===== src/rtl/regfile_write_arbiter.sv =====
// Two-source write arbiter in front of a single register-table write port.
// Each source owns a one-entry hold buffer; the older entry wins, ties use a round-robin pointer.
module regfile_write_arbiter #(
  parameter int NUM_REGS = 26
) (
  input  logic        clk,
  input  logic        rst_n,
  input  logic        alu_wr_valid,
  output logic        alu_wr_ready,
  input  logic [4:0]  alu_wr_addr,
  input  logic [31:0] alu_wr_data,
  input  logic        mem_wr_valid,
  output logic        mem_wr_ready,
  input  logic [4:0]  mem_wr_addr,
  input  logic [31:0] mem_wr_data,
  output logic        rf_write,
  output logic [4:0]  rf_addr,
  output logic [31:0] rf_data,
  output logic [31:0] pending_mask,
  output logic        err_oob,
  output logic [15:0] wr_count
);

  // Relative age of the two held entries; only meaningful while both are valid.
  typedef enum logic [1:0] {
    AGE_TIE,
    AGE_ALU_OLDER,
    AGE_MEM_OLDER
  } age_e;

  logic        alu_valid_q, alu_valid_d;
  logic [4:0]  alu_addr_q,  alu_addr_d;
  logic [31:0] alu_data_q,  alu_data_d;
  logic        mem_valid_q, mem_valid_d;
  logic [4:0]  mem_addr_q,  mem_addr_d;
  logic [31:0] mem_data_q,  mem_data_d;
  age_e        age_q, age_d;
  logic        rr_alu_first_q, rr_alu_first_d;
  logic        err_oob_q, err_oob_d;
  logic [15:0] wr_count_q, wr_count_d;

  logic alu_grant, mem_grant, tie_grant;
  logic alu_cap, mem_cap, alu_keep, mem_keep;
  logic alu_in_range, mem_in_range;

  assign alu_in_range = int'(alu_addr_q) < NUM_REGS;
  assign mem_in_range = int'(mem_addr_q) < NUM_REGS;

  // NOTE: every signal gets a default at the top of always_comb so no path leaves it unassigned (no latch).
  always_comb begin
    alu_grant = 1'b0;
    mem_grant = 1'b0;
    if (alu_valid_q && mem_valid_q) begin
      case (age_q)
        AGE_ALU_OLDER: alu_grant = 1'b1;
        AGE_MEM_OLDER: mem_grant = 1'b1;
        default: begin
          alu_grant = rr_alu_first_q;
          mem_grant = !rr_alu_first_q;
        end
      endcase
    end else begin
      alu_grant = alu_valid_q;
      mem_grant = mem_valid_q;
    end
  end

  assign tie_grant = alu_valid_q && mem_valid_q && (age_q == AGE_TIE);

  // Ready depends only on registered state, so no input reaches a ready combinationally.
  assign alu_wr_ready = !alu_valid_q || alu_grant;
  assign mem_wr_ready = !mem_valid_q || mem_grant;

  assign alu_cap  = alu_wr_valid && alu_wr_ready;
  assign mem_cap  = mem_wr_valid && mem_wr_ready;
  assign alu_keep = alu_valid_q && !alu_grant;
  assign mem_keep = mem_valid_q && !mem_grant;

  // Out-of-range entries still take their grant slot to drain, but never reach the port.
  always_comb begin
    rf_write = 1'b0;
    rf_addr  = '0;
    rf_data  = '0;
    if (alu_grant && alu_in_range) begin
      rf_write = 1'b1;
      rf_addr  = alu_addr_q;
      rf_data  = alu_data_q;
    end else if (mem_grant && mem_in_range) begin
      rf_write = 1'b1;
      rf_addr  = mem_addr_q;
      rf_data  = mem_data_q;
    end
  end

  always_comb begin
    pending_mask = '0;
    if (alu_valid_q && alu_in_range) pending_mask = pending_mask | (32'd1 << alu_addr_q);
    if (mem_valid_q && mem_in_range) pending_mask = pending_mask | (32'd1 << mem_addr_q);
  end

  always_comb begin
    alu_valid_d = alu_keep || alu_cap;
    alu_addr_d  = alu_cap ? alu_wr_addr : alu_addr_q;
    alu_data_d  = alu_cap ? alu_wr_data : alu_data_q;
    mem_valid_d = mem_keep || mem_cap;
    mem_addr_d  = mem_cap ? mem_wr_addr : mem_addr_q;
    mem_data_d  = mem_cap ? mem_wr_data : mem_data_q;

    // A held entry is older than anything captured alongside it at this edge.
    if (alu_keep && mem_cap)       age_d = AGE_ALU_OLDER;
    else if (mem_keep && alu_cap)  age_d = AGE_MEM_OLDER;
    else if (alu_keep && mem_keep) age_d = age_q;
    else                           age_d = AGE_TIE;

    rr_alu_first_d = tie_grant ? !rr_alu_first_q : rr_alu_first_q;
    err_oob_d      = err_oob_q
                   || (alu_cap && (int'(alu_wr_addr) >= NUM_REGS))
                   || (mem_cap && (int'(mem_wr_addr) >= NUM_REGS));
    wr_count_d     = wr_count_q + {15'd0, rf_write};
  end

  // NOTE: sequential state uses non-blocking assignments so every flop samples pre-edge values.
  always_ff @(posedge clk or negedge rst_n) begin
    if (!rst_n) begin
      alu_valid_q    <= 1'b0;
      alu_addr_q     <= '0;
      alu_data_q     <= '0;
      mem_valid_q    <= 1'b0;
      mem_addr_q     <= '0;
      mem_data_q     <= '0;
      age_q          <= AGE_TIE;
      rr_alu_first_q <= 1'b0;
      err_oob_q      <= 1'b0;
      wr_count_q     <= '0;
    end else begin
      alu_valid_q    <= alu_valid_d;
      alu_addr_q     <= alu_addr_d;
      alu_data_q     <= alu_data_d;
      mem_valid_q    <= mem_valid_d;
      mem_addr_q     <= mem_addr_d;
      mem_data_q     <= mem_data_d;
      age_q          <= age_d;
      rr_alu_first_q <= rr_alu_first_d;
      err_oob_q      <= err_oob_d;
      wr_count_q     <= wr_count_d;
    end
  end

  assign err_oob  = err_oob_q;
  assign wr_count = wr_count_q;

endmodule


===== config.mk =====
export PLATFORM = sky130hd
export DESIGN_NAME = regfile_write_arbiter
export DESIGN_NICKNAME = d
export VERILOG_FILES = /design/src/rtl/regfile_write_arbiter.sv
export SDC_FILE = /design/constraint.sdc
export NUM_CORES = 1
export LEC_CHECK = 0
export CAP_MARGIN = 25
export CORE_ASPECT_RATIO = 1.4
export CORE_MARGIN = 1.5
export CORE_UTILIZATION = 35
export DETAILED_ROUTE_END_ITERATION = 10
export PLACE_DENSITY_LB_ADDON = 0.3
export SLEW_MARGIN = 5
export SYNTH_ARGS = -nofsm -noshare
export SYNTH_HDL_FRONTEND = slang
export SYNTH_SLANG_ARGS = --single-unit

===== constraint.sdc =====
create_clock -name clk -period 3.5 [get_ports clk]
set_clock_uncertainty 0.05 [all_clocks]
set_input_delay 1.05 -clock clk [delete_from_list [all_inputs] [get_ports clk]]
set_output_delay 1.05 -clock clk [all_outputs]
set_load 0.02 [all_outputs]

Word level (Yosys, flattened, before mapping)
Cells that the tools add are included.
- input port bits: 78
- word-level logic and storage cells: 63
- output and inout bits: 89
- flip-flop bits (word level): 96
- add/subtract/negate cells: 1
- shifts and indexed selects: 2
- bitwise operators: 1
- reductions and logical operators: 27
- mux-type cells: 15
- magnitude comparators: 4
- eq/ne operators: 3
- operator list (operator ; count):
    $mux W32 ; 4
    $shl A1 B5 Y32 const A ; 2
    $or A32 B32 Y32 ; 1
    $add A16 B1 Y16 ; 1
    $logic_and A1 B1 Y1 ; 15
    $ge A5 B5 Y1 const B ; 2
    $lt A5 B5 Y1 const B ; 2
    $mux W5 ; 2
    $logic_or A1 B1 Y1 ; 6
    $mux W2 ; 3
    $logic_not A1 Y1 ; 5
    $mux W1 ; 4
    $pmux W1 S2 ; 2
    $ne A3 B3 Y1 const B ; 1
    $eq A2 B1 Y1 const B ; 1
    $eq A2 B2 Y1 const B ; 1
    $logic_not A2 Y1 ; 1

Longest topological paths before layout
- depth after elaboration: 9
- depth in mapped cells: 14
- depth with buffers taken out: 12

Worst setup path after synthesis
Ideal clock, no wire load.
- kind: reg2out
- from: register age_q[0]
- to: output port rf_data[0]
- required time: 2.400 ns
- data arrival time: 1.918 ns
- path slack: 0.482 ns
- path buffers: 1
- stages on the path, launching flop included: 7
- cells stage by stage: dfrtp_1 > inv_1 > ha_1 > mux2i_1 > a221o_1 > clkbuf_1 > o21ai_0
- word-level cells in the longest chain between the ends: 6
- elaborated cells between the ends (all ways): 10
- classes of those cells: eq/ne (2); mux (6); reduce/logical (2)
- ends and longest elaborated chain (what ; RTL line ; RTL):
    start: declaration ; 37 ; age_e age_q, age_d;
    start signal: assignment ; 142 ; age_q <= age_d;
    $eq A2 B2 Y1 / $eq A2 B1 Y1 (equally long branches) ; 54 ; case (age_q)
    $pmux W1 S2 ; 54 ;
    $mux W1 ; 53 ; if (alu_valid_q && mem_valid_q) begin
    $logic_and A1 B1 Y1 ; 88 ; end else if (mem_grant && mem_in_range) begin
    $mux W32 ; 88 ;
    $mux W32 * ; 84 ; if (alu_grant && alu_in_range) begin
    end: declaration ; 18 ; output logic [31:0] rf_data,
Mark *: on every way between the ends. The rest lies on a longest branch, timed or not.

Worst setup path after layout
- from: register age_q[0]
- to: output port rf_data[26]
The elaborated chain is that of the path after synthesis.

==> impl_summary.log <==
[metrics] area share of the leading cell type in the synthesized netlist: 0.494
[metrics] Die X-Extent: 103 um
[metrics] number of cell instances on the worst register-to-register path: 15
[metrics] maximum fanout along the worst path: 11
[metrics] FF-to-FF setup slack: 0.51 ns
[metrics] number of distinct library cells after synthesis: 39
[metrics] portion of the post-synthesis area used by sequential elements: 0.494
[metrics] power share of the sequential group: 0.305
[metrics] ratio of routed vias to standard cells: 4.93
[metrics] crit path kind: flop to primary output
[metrics] count of vias placed by the detailed router: 3927
[metrics] Leakage Power: 3.03 nW
[metrics] total global routing overflow: 0
[metrics] overall routing resource usage: 0.176
[metrics] Net Sw Frac: 0.409
[metrics] effective utilization at floorplan: 0.361
[metrics] vertical die dimension: 142 um
[metrics] element type at the critical path end: primary output
[metrics] detailed placement HPWL: 9220 um
[metrics] maximum number of pins on one net before global-route repair: 50
[metrics] wire length of the first global-routing pass: 20100 um
[metrics] peak clock frequency supported by timing: 295 MHz
[metrics] end point of the worst hold path: wr_count[15]$_DFF_PN0_
[metrics] DR DRC count: 0
[metrics] final worst path period share: 0.968
[metrics] most common cell after layout, fill and taps aside: sky130_fd_sc_hd__clkdlybuf4s50_1
[metrics] fraction of final layout cells sized beyond drive strength 1: 0.259
[metrics] sort of element at the start of the critical path: flop
[metrics] port buffer count: 160
[metrics] WP data required: 2.40 ns
[metrics] router iterations before antenna repair: 4
[metrics] cell count of the worst hold path: 1
[metrics] CTS H-Tree Depth: 3
[metrics] synthesized instance count: 446
[metrics] number of ports placed on the die boundary: 167
[metrics] number of antenna violations at the first check in global routing: 0
[metrics] full die area: 14600 um2
[metrics] total core area: 13500 um2
[metrics] clock buffers created by TritonCTS: 9
[metrics] TritonCTS clock tree: built
[metrics] post-detailed-route wirelength per cell: 15.9 um
[metrics] Syn-to-layout area delta: 41.8%
[metrics] status: finished, final reports clean
[metrics] power dissipated by switching net loads: 2.35 mW
[metrics] relative contribution of the clock network to total power: 0.177
[metrics] global placement routability congestion: 0.973
[metrics] largest cells by area after synthesis: sky130_fd_sc_hd__dfrtp_1, sky130_fd_sc_hd__mux2_2, sky130_fd_sc_hd__nand3_1
[metrics] total cell area at the placement stage: 6700 um2
[metrics] maximum resistive drop on vdd: 0.000384 V
[metrics] combinational share of power: 0.519
[metrics] Setup violations, final: 0
[metrics] start point of the worst min-delay path: wr_count[15]$_DFF_PN0_
[metrics] data arrival time of the critical path: 2.29 ns
[metrics] top library cells by usage in the layout, fill and taps aside: sky130_fd_sc_hd__clkdlybuf4s50_1, sky130_fd_sc_hd__dfrtp_1, sky130_fd_sc_hd__mux2_2
[metrics] clock insertion delay at the later pin of the skew report: 0.34 ns
[metrics] final-report hold violation count: 0
[metrics] Critical R2R Launch: age_q[0]$_DFFE_PN0P_
[metrics] via count of the first global-routing pass: 4044
[metrics] internal power: 3.39 mW
[metrics] worst hold slack: 0.420 ns
[metrics] warnings from Yosys: 0
[metrics] Max Buffers Root-to-Sink: 2
[metrics] Max-Cap Viols: 0
[metrics] Post-layout nets: 694
[metrics] remaining antenna violation count: 0
[metrics] number of antenna cells inserted: 0
[metrics] cell area after technology mapping: 4860 um2
[metrics] TritonCTS Sinks: 96
[metrics] # rows: 50
[metrics] DRT iter0 DRCs: 108
[metrics] Synth Register Bits: 96
[metrics] clk root buf: sky130_fd_sc_hd__clkbuf_16
[metrics] final sum of negative setup slack: 0 ns
[metrics] Worst-path clk slew: 0.07 ns
[metrics] class of the worst hold path: flop to flop
[metrics] final critical-path required period: 3.39 ns
[metrics] synthesized area per cell: 10.9 um2
[metrics] final WL: 12700 um
[metrics] endpoint of the lowest-slack register-to-register path: wr_count[10]$_DFF_PN0_
[metrics] Slew Limit Headroom: 0.562
[metrics] max-slew violations: 0
[metrics] transition time of the tightest slew-check pin: 0.657 ns
[metrics] cell type contributing the most total cell area after synthesis: sky130_fd_sc_hd__dfrtp_1
[metrics] Post-Layout Inst Area: 6890 um2
[metrics] power per cell area: 833 nW/um2
-- routing by layer --
layer,share of wire,track usage
met2,0.53,0.320
met1,0.39,0.198
met5,0,0
met4,0.024,0.0656
met3,0.055,0.0368
-- cell usage after synthesis, drive strengths merged --
cell type / instances
a21oi: 1
a221o: 1
a22oi: 1
a311oi: 1
and3: 2
and4: 2
buf: 29
clkbuf: 4
conb: 1
dfrtp: 96
ha: 6
inv: 43
mux2: 75
mux2i: 1
nand2: 24
nand2b: 4
nand3: 54
nand4: 5
nor2: 10
nor3b: 1
o211a: 1
o211ai: 2
o21a: 1
o21ai: 38
o221ai: 1
o22ai: 21
o32ai: 4
or2: 2
xnor2: 9
xor2: 6
-- state kept, by name, indices dropped and copies added, names as in the netlist --
register and cells:
rr_alu_first_q 1, err_oob 1, alu_valid_q 1, alu_addr_q 5, mem_data_q 32, alu_data_q 32
wr_count 16, age_q 2, mem_valid_q 1, mem_addr_q 5
-- how the worst max path moves through the flow --
stage | startpoint | end | slack (ns)
CTS | age_q[0]$_DFFE_PN0P_ | rf_data[0] | 0.0007
global route | age_q[0]$_DFFE_PN0P_ | rf_data[26] | -0.008
finish | age_q[0]$_DFFE_PN0P_ | rf_data[26] | 0.11
floorplan | age_q[0]$_DFFE_PN0P_ | rf_data[0] | 0.48
global placement | age_q[0]$_DFFE_PN0P_ | rf_data[21] | 0.005
detailed placement | age_q[0]$_DFFE_PN0P_ | rf_data[24] | -0.01
-- critical path, stage by stage (launching register included) --
cell and delay (ns):
sky130_fd_sc_hd__dfrtp_1 0.38, sky130_fd_sc_hd__inv_1 0.12, sky130_fd_sc_hd__ha_4 0.23, sky130_fd_sc_hd__or2_4 0.24, sky130_fd_sc_hd__a311oi_4 0.29, sky130_fd_sc_hd__buf_12 0.16, sky130_fd_sc_hd__clkbuf_16 0.16, sky130_fd_sc_hd__nand3_1 0.07
sky130_fd_sc_hd__o21ai_1 0.10, sky130_fd_sc_hd__buf_2 0.19
-- power groups by stage --
stage	registers [mW]	clock network, mW	logic (mW)
finish	1.75	1.01	2.98
global route	1.80	1.09	3.23
CTS	1.75	1.05	3.07
detailed placement	1.76	0	3.16
global placement	1.75	0	3.13
floorplan	1.73	0	1.88
-- through the flow --
step                      cells   util  power, mW  setup WS, ns
after detailed placement    779  0.498       4.93       -0.0132
after floorplan             451      -       3.61         0.482
after global placement      779  0.498       4.88       0.00534
final                       797  0.512       5.74         0.111
after global routing        797  0.512       6.12      -0.00833
after CTS                   795  0.523       5.86      0.000653
-- area by class of cell --
type	instances	area [um2]
Timing Repair Buffer	181	1680
Inverter	43	161
Clock inverter	5	63.8
Tap cell	182	228
Clock buffer	11	243
Multi-Input combinational cell	279	2110
Sequential cell	96	2400
Fill cell	1277	6560
-- repair_timing --
| item | CTS | global route |
|---|---|---|
| setup buffers | 0 | 1 |
| resized for setup | 106 | 46 |
| endpoints found under the setup margin | 38 | 41 |
| pin swaps | 1 | 1 |
| hold buffers | 0 | 0 |
| cloned | 0 | 1 |
-- kinds of logic (layout without fill, tap and decap cells) --
logic type	Yosys count	in the layout	share of synthesized area
compound gates	72	72	0.0896
xor+xnor	15	15	0.0270
fa+ha+maj	6	6	0.0154
buf+inv	76	240	0.0831
flops	96	96	0.494
mux	76	76	0.182
other cells	1	6	0.000771
simple gates	104	104	0.108
No activity file was read; power rests on OpenSTA's default activity.
